**src/rtl/bus_pkg.sv**
```systemverilog
// Shared definitions for the bit-serial bus: master FSM states, transfer modes,
// default widths and the slave memory geometry.
package bus_pkg;
    localparam int ADDR_W_DEF = 16;
    localparam int DATA_W_DEF = 8;
    localparam int MEM_DEPTH  = 4096;
    localparam int MEM_IDX_W  = 12;

    localparam logic MODE_READ  = 1'b0;
    localparam logic MODE_WRITE = 1'b1;

    typedef enum logic [1:0] {
        ST_IDLE  = 2'd0,
        ST_ADDR  = 2'd1,
        ST_WDATA = 2'd2,
        ST_RWAIT = 2'd3
    } state_t;
endpackage

```
**src/rtl/bus_master_port.sv**
```systemverilog
// Bit-serial bus master: accepts one parallel request while idle, shifts address/data
// out LSB first, shifts read data back in. MASTER_PORT_TIMEOUT_EN adds a read timeout.
module bus_master_port
    import bus_pkg::*;
#(
    parameter int ADDR_WIDTH = ADDR_W_DEF,
    parameter int DATA_WIDTH = DATA_W_DEF
) (
    input  logic                  clk,
    input  logic                  rstn,
    input  logic [DATA_WIDTH-1:0] dwdata,
    output logic [DATA_WIDTH-1:0] drdata,
    input  logic [ADDR_WIDTH-1:0] daddr,
    input  logic                  dvalid,
    output logic                  dready,
    input  logic                  dmode,
    input  logic                  mrdata,
    output logic                  mwdata,
    output logic                  mmode,
    output logic                  mvalid,
    input  logic                  svalid
);
    localparam int TW = ADDR_WIDTH + DATA_WIDTH;
    localparam int CW = $clog2(TW);
    localparam logic [CW-1:0] LAST_A = CW'(ADDR_WIDTH - 1);
    localparam logic [CW-1:0] LAST_D = CW'(DATA_WIDTH - 1);

    state_t        state;
    logic [TW-1:0] sreg;
    logic [CW-1:0] cnt;
`ifdef MASTER_PORT_TIMEOUT_EN
    logic [5:0]    tcnt;
`endif

    // One shift register serves both directions: out from bit 0, read data in at the top.
    always_ff @(posedge clk or negedge rstn) begin
        if (!rstn) begin
            state  <= ST_IDLE;
            sreg   <= '0;
            cnt    <= '0;
            mmode  <= MODE_READ;
            drdata <= '0;
`ifdef MASTER_PORT_TIMEOUT_EN
            tcnt   <= '0;
`endif
        end else begin
            case (state)
                ST_IDLE: begin
                    if (dvalid) begin
                        sreg  <= {dwdata, daddr};
                        mmode <= dmode;
                        cnt   <= '0;
                        state <= ST_ADDR;
                    end
                end
                ST_ADDR: begin
                    sreg <= sreg >> 1;
                    if (cnt == LAST_A) begin
                        cnt   <= '0;
                        state <= (mmode == MODE_WRITE) ? ST_WDATA : ST_RWAIT;
`ifdef MASTER_PORT_TIMEOUT_EN
                        tcnt  <= '0;
`endif
                    end else begin
                        cnt <= cnt + 1'b1;
                    end
                end
                ST_WDATA: begin
                    sreg <= sreg >> 1;
                    if (cnt == LAST_D) begin
                        cnt   <= '0;
                        state <= ST_IDLE;
                    end else begin
                        cnt <= cnt + 1'b1;
                    end
                end
                ST_RWAIT: begin
                    if (svalid) begin
                        sreg <= {mrdata, sreg[TW-1:1]};
                        if (cnt == LAST_D) begin
                            drdata <= {mrdata, sreg[TW-1:TW-DATA_WIDTH+1]};
                            cnt    <= '0;
                            state  <= ST_IDLE;
                        end else begin
                            cnt <= cnt + 1'b1;
                        end
                    end
`ifdef MASTER_PORT_TIMEOUT_EN
                    // Give up after 63 silent cycles, only if no data bit has arrived.
                    else if (cnt == '0) begin
                        if (tcnt == 6'd62) begin
                            drdata <= '0;
                            state  <= ST_IDLE;
                        end
                        tcnt <= tcnt + 1'b1;
                    end
`endif
                end
                default: state <= ST_IDLE;
            endcase
        end
    end

    assign dready = (state == ST_IDLE);
    assign mvalid = (state == ST_ADDR) || (state == ST_WDATA);
    assign mwdata = mvalid & sreg[0];
endmodule

```
**config.mk**
```make
export PLATFORM = sky130hd
export DESIGN_NAME = bus_master_port
export DESIGN_NICKNAME = d
export VERILOG_FILES = /design/src/rtl/bus_pkg.sv /design/src/rtl/bus_master_port.sv
export SDC_FILE = /design/constraint.sdc
export NUM_CORES = 1
export LEC_CHECK = 0
export ABC_AREA = 1
export CORE_MARGIN = 2
export CORE_UTILIZATION = 45
export DETAILED_ROUTE_END_ITERATION = 10
export PLACE_DENSITY_LB_ADDON = 0.3
export SLEW_MARGIN = 20
export SYNTH_ARGS = -nofsm -noshare
export SYNTH_HDL_FRONTEND = slang
export SYNTH_SLANG_ARGS = --single-unit
```
**constraint.sdc**
```tcl
create_clock -name clk -period 2.34 [get_ports clk]
set_input_delay 0.468 -clock clk [delete_from_list [all_inputs] [get_ports clk]]
set_output_delay 0.468 -clock clk [all_outputs]
set_load 0.1 [all_outputs]
```
==> impl_metrics.csv, run 1 <==
group,metric,value,unit
run_status,status,"completed",
worst_setup_path,critical_path.max_stage_delay,0.41,ns
final_layout,final_nets,330,
power,ir_drop,0.0004800,V
worst_setup_path,crit_slowest_cell,"dfrtp_1",
routing,drc,0,
global_route,grt_util_all_layers,0.1867,
min_path,min_path_type,"input port to async pin",
worst_setup_path,critPathKind,"flip-flop to primary output",
worst_setup_path,startpoint_type,"flip-flop",
routing,viasPerCell,5.118,
routing,wl,4.439,mm
synthesis,synthTopCellsByArea,"dfrtp_1 46%, nand2_1 11%, a21oi_2 8.0%, o21ai_1 6.7%, ha_1 4.6%",
synthesis,ys_warn_count,0,
sta,setup_viol,0,
cts,htree_levels,2,
synthesis,ys_types,19,
place,place_congestion,0.8733,
floorplan,die_h,73.64,um
final_layout,antenna_cells,0,
cts,cts_setup_buffers,0,
sta,finClkSkew,0.008017,ns
place,place_hpwl,2.923,mm
synthesis,syn_inst,256,
sta,slew_viol_final,0,
cts,clkSinkCount,40,
floorplan,dieArea,5422,um2
synthesis,synth-edff-count,0,
sta,hold_violations,0,
synthesis,synthMostInstantiatedCell,"nand2_1",
final_layout,fillers,432,
cts,clkLatencyLatePin,0.30,ns
sta,maxSlewHeadroom,0.4023,
worst_setup_path,worstPathRequired,1.87,ns
place,port-buffer-count,41,
global_route,grt_max_degree,41,
synthesis,avgSynthCellArea,8.524,um2
synthesis,synth_top_area_frac,0.4587,
global_route,antenna_found_initial,0,
run,cap_violations,0,
power,leakagePower,1.248,nW
routing,ant_nets,0,
synthesis,yosysTopAreaCell,"dfrtp_1",
sta,tns,0,ns
worst_setup_path,path_max_fanout,4,
synthesis,ys_ff_latch,40,
synthesis,async_reset_ff_frac,1.000,
floorplan,row_count,25,
routing,wl_per_cell,12.79,um
worst_setup_path,critPathCaptureType,"primary output",
synthesis,synth_ff_type,"dfrtp_1",
final_layout,drive_gt1_frac,0.1911,
synthesis,ys_top_cells_by_count,"66 x nand2_1, 40 x dfrtp_1, 29 x o21ai_1",
sta,post-route-period-util,0.8449,
floorplan,initial_core_util,0.4651,
cts,cts.clk_slew.worst_paths,0.08,ns
floorplan,io_pins,42,
floorplan,core_area,4692,um2
sta,rsz0062_at_grt,"no",
cts,cts_tree,"yes",
synthesis,yosysSeqAreaShare,0.4587,
worst_setup_path,critPathBufInv,3,
worst_setup_path,crit_top_cell,"inv_1",
sta,worst_slew_pin_slew,0.8966,ns
sta,fmax,0.5058,GHz
sta,period_needed,1.977,ns
routing,dr_total_vias,1776,
cts,ctsHoldBuffers,0,
cts,cts_resized,0,
floorplan,chipWidth,73.64,um
synthesis,synthesis.area,2182,um2
global_route,grt_pass1_vias,1670,
global_route,grt_pass1_wl,7.721,mm
global_route,grt_remaining_overflow,0,
worst_setup_path,path_cells,"inv_1 > ha_2 > nand2_1 > inv_1 > buf_12",
final_layout,syn_to_final_growth,21.96,%
worst_setup_path,crit_arrival,1.51,ns
synthesis,syn_nets,294,
power,power_density,1168,nW/um2
routing,drt_iter0_drc,110,
cts,root_buffer,"clkbuf_8",
cts,ctsLongestPathBuffers,2,
sta,hold_ws,0.2863,ns
routing,dr.pass1.iters,4,
worst_setup_path,crit_family,"flip-flops",
cts,numCtsBuffers,5,
[kinds of logic (layout without fill, tap and decap cells)]
group,after synthesis,after routing,synth area share
buf+inv,41,78,0.09976
simple gates,86,86,0.1617
fa+ha+maj,8,8,0.04587
flops,40,40,0.4587
compound gates,81,81,0.2339
[worst paths after layout]
| kind | depth (start not counted) | endpoint | slack (ns) | start |
|---|---|---|---|---|
| max in group asynchronous | 1 | mmode | 1.49 | rstn |
| worst max-delay path | 5 | mwdata | 0.36 | state[0] |
| worst max register to register | 6 | sreg[2] | 0.62 | state[0] |
| min in group clk | 2 | drdata[1] | 0.49 | drdata[1] |
| worst min-delay path | 1 | drdata[3] | 0.29 | rstn |
| worst min register to register | 2 | drdata[1] | 0.49 | drdata[1] |
[state kept, by name, summed over array words and instances, names as in the netlist]
| register | flops |
|---|---|
| cnt | 5 |
| state | 2 |
| drdata | 8 |
| mmode | 1 |
| sreg | 24 |
[power by group]
part | internal, mW | switching [mW]
combinational | 0.526 | 0.963
sequential | 0.935 | 0.196
clock | 0.240 | 0.249
[worst register-to-register path: cells and delay by family (launching register included)]
kind                       cells  cell delay, ns
DFF                            1            0.42
buffers and inverters          2            0.37
adders and majority gates      1            0.31
AOI/OAI and AO/OA              2            0.27
and+or+nand+nor                1            0.23
[stage by stage]
step / setup slack (ns) / cells / total power [mW] / cell area, um2 / util
floorplan: 0.07295 / 256 / 2.326 / 2185 / -
global placement: 0.4552 / 339 / 2.613 / 2567 / 0.5472
detailed placement: 0.4276 / 339 / 2.640 / 2567 / 0.5472
CTS: 0.3462 / 347 / 3.133 / 2661 / 0.5672
global route: 0.2861 / 347 / 3.358 / 2661 / 0.5672
finish: 0.3629 / 347 / 3.108 / 2661 / 0.5672
[cells in the final DEF, fill, tap and decap left out]
master,netlist,routed
nand2_1,66,66
dfrtp_1,40,40
o21ai_1,29,29
clkdlybuf4s50_1,0,28
inv_1,23,23
a21oi_2,20,20
o21ai_0,18,18
buf_4,3,12
o21ai_2,8,8
nor2_1,7,7
nand3_1,7,7
ha_1,8,7
a21oi_1,6,6
clkbuf_8,0,6
inv_2,3,3
nand4_1,3,3
buf_12,0,3
or2_1,2,2
nand4_2,1,1
ha_2,0,1
clkinvlp_4,0,1
clkbuf_1,0,1
buf_2,5,1
[layer usage]
| metal | global-route usage | vias up | share of wire |
|---|---|---|---|
| met5 | 0 | - | 0 |
| met4 | 0.06263 | 0 | 0.018 |
| met3 | 0.05213 | 7 | 0.048 |
| met2 | 0.2966 | 38 | 0.45 |
| met1 | 0.2456 | 828 | 0.48 |
| li1 | - | 903 | - |
[cell type report]
type / instances / area, um2 / share of cell area
multi-input combinational: 175 / 965.9 / 0.3630
tap: 54 / 67.56 / 0.02539
inverter: 26 / 97.59 / 0.03667
clock buffer: 7 / 86.33 / 0.03244
timing repair buffer: 44 / 435.4 / 0.1636
sequential: 40 / 1001 / 0.3761
clock inverter: 1 / 7.507 / 0.002821
Power figures use the tool's default switching activity.
==> run 2, diff against run 1 <==
Clock period 2.34 ns to 1.9 ns, I/O delays scaled along.
==> impl_metrics.csv, run 2 (synthesized netlist as in run 1, its figures left out) <==
group,metric,value,unit
run_status,status,"completed",
floorplan,core_area,4692,um2
routing,ant_nets,0,
worst_setup_path,reg2reg_from,"cnt[0]",
cts,ctsLongestPathBuffers,2,
worst_setup_path,critPathKind,"flip-flop to primary output",
sta,finClkSkew,0.005814,ns
cts,htree_levels,2,
place,place_hpwl,3.040,mm
run,cap_violations,0,
global_route,grt_pass1_wl,7.948,mm
routing,drc,0,
routing,drt_iter0_drc,123,
routing,dr.pass1.iters,4,
place,place_congestion,0.8168,
worst_setup_path,rrSetupSlack,0.22,ns
final_layout,seq_area,1001,um2
global_route,grt_pass1_vias,1801,
sta,post-route-period-util,0.9477,
cts,ctsHoldBuffers,0,
floorplan,io_pins,42,
power,leakagePower,1.275,nW
routing,dr_total_vias,1762,
routing,wl,4.446,mm
cts,clkSinkCount,40,
final_layout,syn_to_final_growth,25.57,%
sta,hold_ws,0.1264,ns
min_path,min_path_type,"input port to async pin",
sta,maxSlewHeadroom,0.6652,
worst_setup_path,startpoint_type,"flip-flop",
worst_setup_path,crit_slowest_cell,"dfrtp_1",
final_layout,fillers,431,
cts,root_buffer,"clkbuf_8",
final_layout,largestRegisters,"sreg x24, drdata x8, cnt x5",
global_route,grt_util_all_layers,0.1923,
routing,wl_per_cell,12.70,um
place,port-buffer-count,41,
sta,hold_violations,0,
worst_setup_path,regToRegEndpoint,"cnt[1]",
sta,fmax,0.5554,GHz
worst_setup_path,critical_path.max_stage_delay,0.42,ns
worst_setup_path,crit_arrival,1.42,ns
routing,viasPerCell,5.034,
floorplan,chipWidth,73.64,um
global_route,grt_remaining_overflow,0,
floorplan,die_h,73.64,um
cts,cts_setup_buffers,0,
cts,cts_tree,"yes",
sta,worst_slew_pin_slew,0.5021,ns
sta,period_needed,1.801,ns
floorplan,row_count,25,
final_layout,antenna_cells,0,
cts,cts.clk_slew.worst_paths,0.08,ns
final_layout,final_nets,333,
power,power_density,1462,nW/um2
floorplan,dieArea,5422,um2
worst_setup_path,critPathCaptureType,"primary output",
final_layout,max_flop_register,"sreg",
final_layout,multi_input_area,975.9,um2
worst_setup_path,path_cells,"inv_2 > ha_4 > nand2_1 > clkinvlp_4 > buf_12",
final_layout,final_common_cell,"nand2_1",
final_layout,layout_common_cells,"66 x nand2_1, 40 x dfrtp_1, 29 x o21ai_1",
sta,setup_viol,0,
global_route,antenna_found_initial,0,
final_layout,drive_gt1_frac,0.2128,
sta,rsz0062_at_grt,"no",
power,ir_drop,0.0009301,V
sta,tns,0,ns
worst_setup_path,worstPathRequired,1.52,ns
worst_setup_path,path_max_fanout,4,
sta,slew_viol_final,0,
cts,clkLatencyLatePin,0.30,ns
global_route,grt_max_degree,41,
floorplan,initial_core_util,0.4651,
worst_setup_path,worstRegToRegCells,8,
final_layout,largest_register_ff_count,24,
cts,numCtsBuffers,5,
run 2: routing by layer:
| metal | part of all wire | vias up | wire [um] | global-route usage |
|---|---|---|---|---|
| li1 | - | 911 | - | - |
| met1 | 0.46 | 809 | 2051 | 0.2337 |
| met2 | 0.48 | 34 | 2150 | 0.3244 |
| met3 | 0.036 | 8 | 158 | 0.04252 |
| met4 | 0.019 | 0 | 86 | 0.08687 |
| met5 | 0 | - | 0 | 0 |
run 2: final cells by class:
type / count / share of cell area
repair buffers: 47 / 0.1763
well taps: 54 / 0.02466
clock buffers: 5 / 0.02511
multi-input cells: 175 / 0.3562
inverters: 26 / 0.03699
flip-flops and latches: 40 / 0.3653
clock inverters: 3 / 0.01553
run 2: timing repair:
| action | 4_1_cts | 5_1_grt |
|---|---|---|
| gates resized for setup | 0 | 2 |
| hold endpoints to repair | 0 | 0 |
| setup endpoints to repair | 0 | 1 |
run 2: worst max path at each step:
stage	depth (start not counted)	to	from
4_1_cts	5	mwdata	state[0]
6_report	5	mwdata	state[0]
3_3_place_gp	7	sreg[23]	svalid
5_1_grt	5	mwdata	state[0]
2_1_floorplan	4	mwdata	state[0]
3_5_place_dp	8	sreg[13]	svalid
run 2: per-stage QoR:
stage,utilization,cell area (um2),setup WS [ns],power (mW),cells
final,0.5840,2740,0.09935,4.007,350
after global routing,0.5840,2740,0.0003121,4.313,350
after CTS,0.5840,2740,0.01978,4.045,350
after detailed placement,0.5603,2629,0.2326,3.341,342
after global placement,0.5603,2629,0.2723,3.296,342
after floorplan,-,2198,0.1008,2.908,256
run 2: power by group:
group          switching, mW  total [mW]  internal, mW
clock network          0.307       0.695         0.388
logic                   1.19        1.91         0.718
registers              0.249        1.40          1.15
total                   1.75        4.01          2.26
run 2: critical path, delay by kind of cell (launching register included):
family,cells,cell delay (ns)
flip-flops,1,0.42
adder cells (fa/ha/maj),1,0.22
AND/OR/NAND/NOR,1,0.10
buffers and inverters,3,0.38
==> run 3, diff against run 2 <==
Settings changed: CORE_UTILIZATION 45 to 35.
==> impl_metrics.csv, run 3 (synthesized netlist as in run 1, its figures left out) <==
group,metric,value,unit
sta,period_needed,1.795,ns
power,ir_drop,0.0005265,V
floorplan,core_area,5991,um2
cts,cts_resized,0,
worst_setup_path,critPathCaptureType,"primary output",
global_route,grt_pass1_wl,8.190,mm
power,pwr-share-comb,0.478,
global_route,grt_remaining_overflow,0,
final_layout,antenna_cells,0,
cts,htree_levels,2,
min_path,min_path_type,"input port to async pin",
final_layout,largest_register_ff_count,24,
routing,dr_total_vias,1772,
power,switching_power,1.734,mW
sta,fmax,0.5570,GHz
run,cap_violations,0,
cts,clkLatencyLatePin,0.30,ns
worst_setup_path,critPathKind,"flip-flop to primary output",
place,placed_area,2655,um2
worst_setup_path,worstPathRequired,1.52,ns
cts,ctsLongestPathBuffers,2,
cts,cts.clk_slew.worst_paths,0.08,ns
routing,wl_per_cell,12.17,um
final_layout,largestRegisters,"sreg x24, drdata x8, cnt x5",
final_layout,final_nets,333,
place,place_congestion,0.8534,
power,intPower,2.262,mW
cts,cts_setup_buffers,0,
routing,ant_nets,0,
global_route,antenna_found_initial,0,
floorplan,dieArea,6882,um2
floorplan,io_pins,42,
final_layout,fillers,581,
power,switching_share,0.4340,
final_layout,max_flop_register,"sreg",
run_status,status,"completed",
sta,rsz0062_at_grt,"no",
final_layout,layout_common_cells,"66 x nand2_1, 40 x dfrtp_1, 29 x o21ai_1",
sta,maxSlewHeadroom,0.6669,
global_route,grt_pass1_vias,1798,
routing,wl,4.516,mm
routing,dr.pass1.iters,4,
sta,tns,0,ns
sta,hold_violations,0,
sta,post-route-period-util,0.9449,
cts,ctsHoldBuffers,0,
cts,numCtsBuffers,5,
floorplan,row_count,28,
sta,finClkSkew,0.01102,ns
worst_setup_path,critical_path.max_stage_delay,0.42,ns
sta,setup_viol,0,
worst_setup_path,crit_arrival,1.42,ns
worst_setup_path,path_cells,"inv_2 > ha_4 > nand2_1 > clkinvlp_4 > buf_12",
worst_setup_path,path_max_fanout,4,
power,p_seq_frac,0.350,
power,power_density,1446,nW/um2
routing,drc,0,
sta,slew_viol_final,0,
worst_setup_path,reg2reg_from,"cnt[0]",
global_route,grt_util_all_layers,0.1446,
final_layout,final_common_cell,"nand2_1",
worst_setup_path,crit_slowest_cell,"dfrtp_1",
sta,worst_slew_pin_slew,0.4997,ns
cts,cts_tree,"yes",
worst_setup_path,rrSetupSlack,0.25,ns
global_route,grt_max_degree,41,
worst_setup_path,critPathLaunch,"state[0]",
worst_setup_path,startpoint_type,"flip-flop",
final_layout,drive_gt1_frac,0.2095,
routing,viasPerCell,4.776,
final_layout,syn_to_final_growth,26.61,%
power,pwr-share-clk,0.173,
cts,root_buffer,"clkbuf_8",
power,leakagePower,1.276,nW
place,place_hpwl,3.111,mm
floorplan,initial_core_util,0.3642,
floorplan,die_h,82.96,um
cts,clkSinkCount,40,
worst_setup_path,worstRegToRegCells,8,
final_layout,fin_area,2763,um2
routing,drt_iter0_drc,95,
place,port-buffer-count,41,
floorplan,chipWidth,82.96,um
worst_setup_path,regToRegEndpoint,"cnt[1]",
[run 3: layout make-up]
| type | instances | area, um2 | area share |
|---|---|---|---|
| Sequential cell | 40 | 1001 | 0.3623 |
| Multi-Input combinational cell | 175 | 975.9 | 0.3533 |
| Timing Repair Buffer | 47 | 483.0 | 0.1748 |
| Inverter | 26 | 101.3 | 0.03668 |
| Tap cell | 75 | 93.84 | 0.03397 |
| Clock buffer | 6 | 72.57 | 0.02627 |
| Clock inverter | 2 | 35.03 | 0.01268 |
[run 3: how the worst max path moves through the flow]
| stage | to | slack [ns] | depth (start not counted) |
|---|---|---|---|
| final | mwdata | 0.10 | 5 |
| after global routing | mwdata | 0.05 | 5 |
| after CTS | mwdata | 0.03 | 5 |
| after detailed placement | sreg[13] | 0.21 | 8 |
| after global placement | sreg[2] | 0.23 | 6 |
| after floorplan | mwdata | 0.10 | 4 |
[run 3: through the flow]
step / setup slack, ns / hold WS [ns] / instances / utilization / power, mW
floorplan: 0.1008 / 0.08441 / 256 / - / 2.908
global placement: 0.2252 / 0.4660 / 363 / 0.4432 / 3.323
detailed placement: 0.2127 / 0.4702 / 363 / 0.4432 / 3.351
CTS: 0.03063 / 0.1559 / 371 / 0.4612 / 4.046
global route: 0.04701 / 0.1879 / 371 / 0.4612 / 4.298
finish: 0.1046 / 0.1310 / 371 / 0.4612 / 3.995
[run 3: power groups by stage]
stage	Sequential, mW	Combinational (mW)	Clock [mW]
6_report	1.40	1.91	0.690
3_3_place_gp	1.40	1.92	0
5_1_grt	1.44	2.12	0.739
4_1_cts	1.39	1.94	0.707
2_1_floorplan	1.43	1.48	0
3_5_place_dp	1.41	1.94	0
[run 3: layer usage]
layer  GRT usage  up-vias  part of all wire
met5           0        -                 0
met4     0.05514        0             0.018
met3     0.03280        7             0.046
met2      0.2324       41              0.46
met1      0.1897      817              0.48
li1            -      907                 -
[run 3: critical path, delay by kind of cell (launching register included)]
family | cells | cell delay, ns
and+or+nand+nor | 1 | 0.10
buffers and inverters | 3 | 0.38
adders and majority gates | 1 | 0.22
DFF | 1 | 0.42
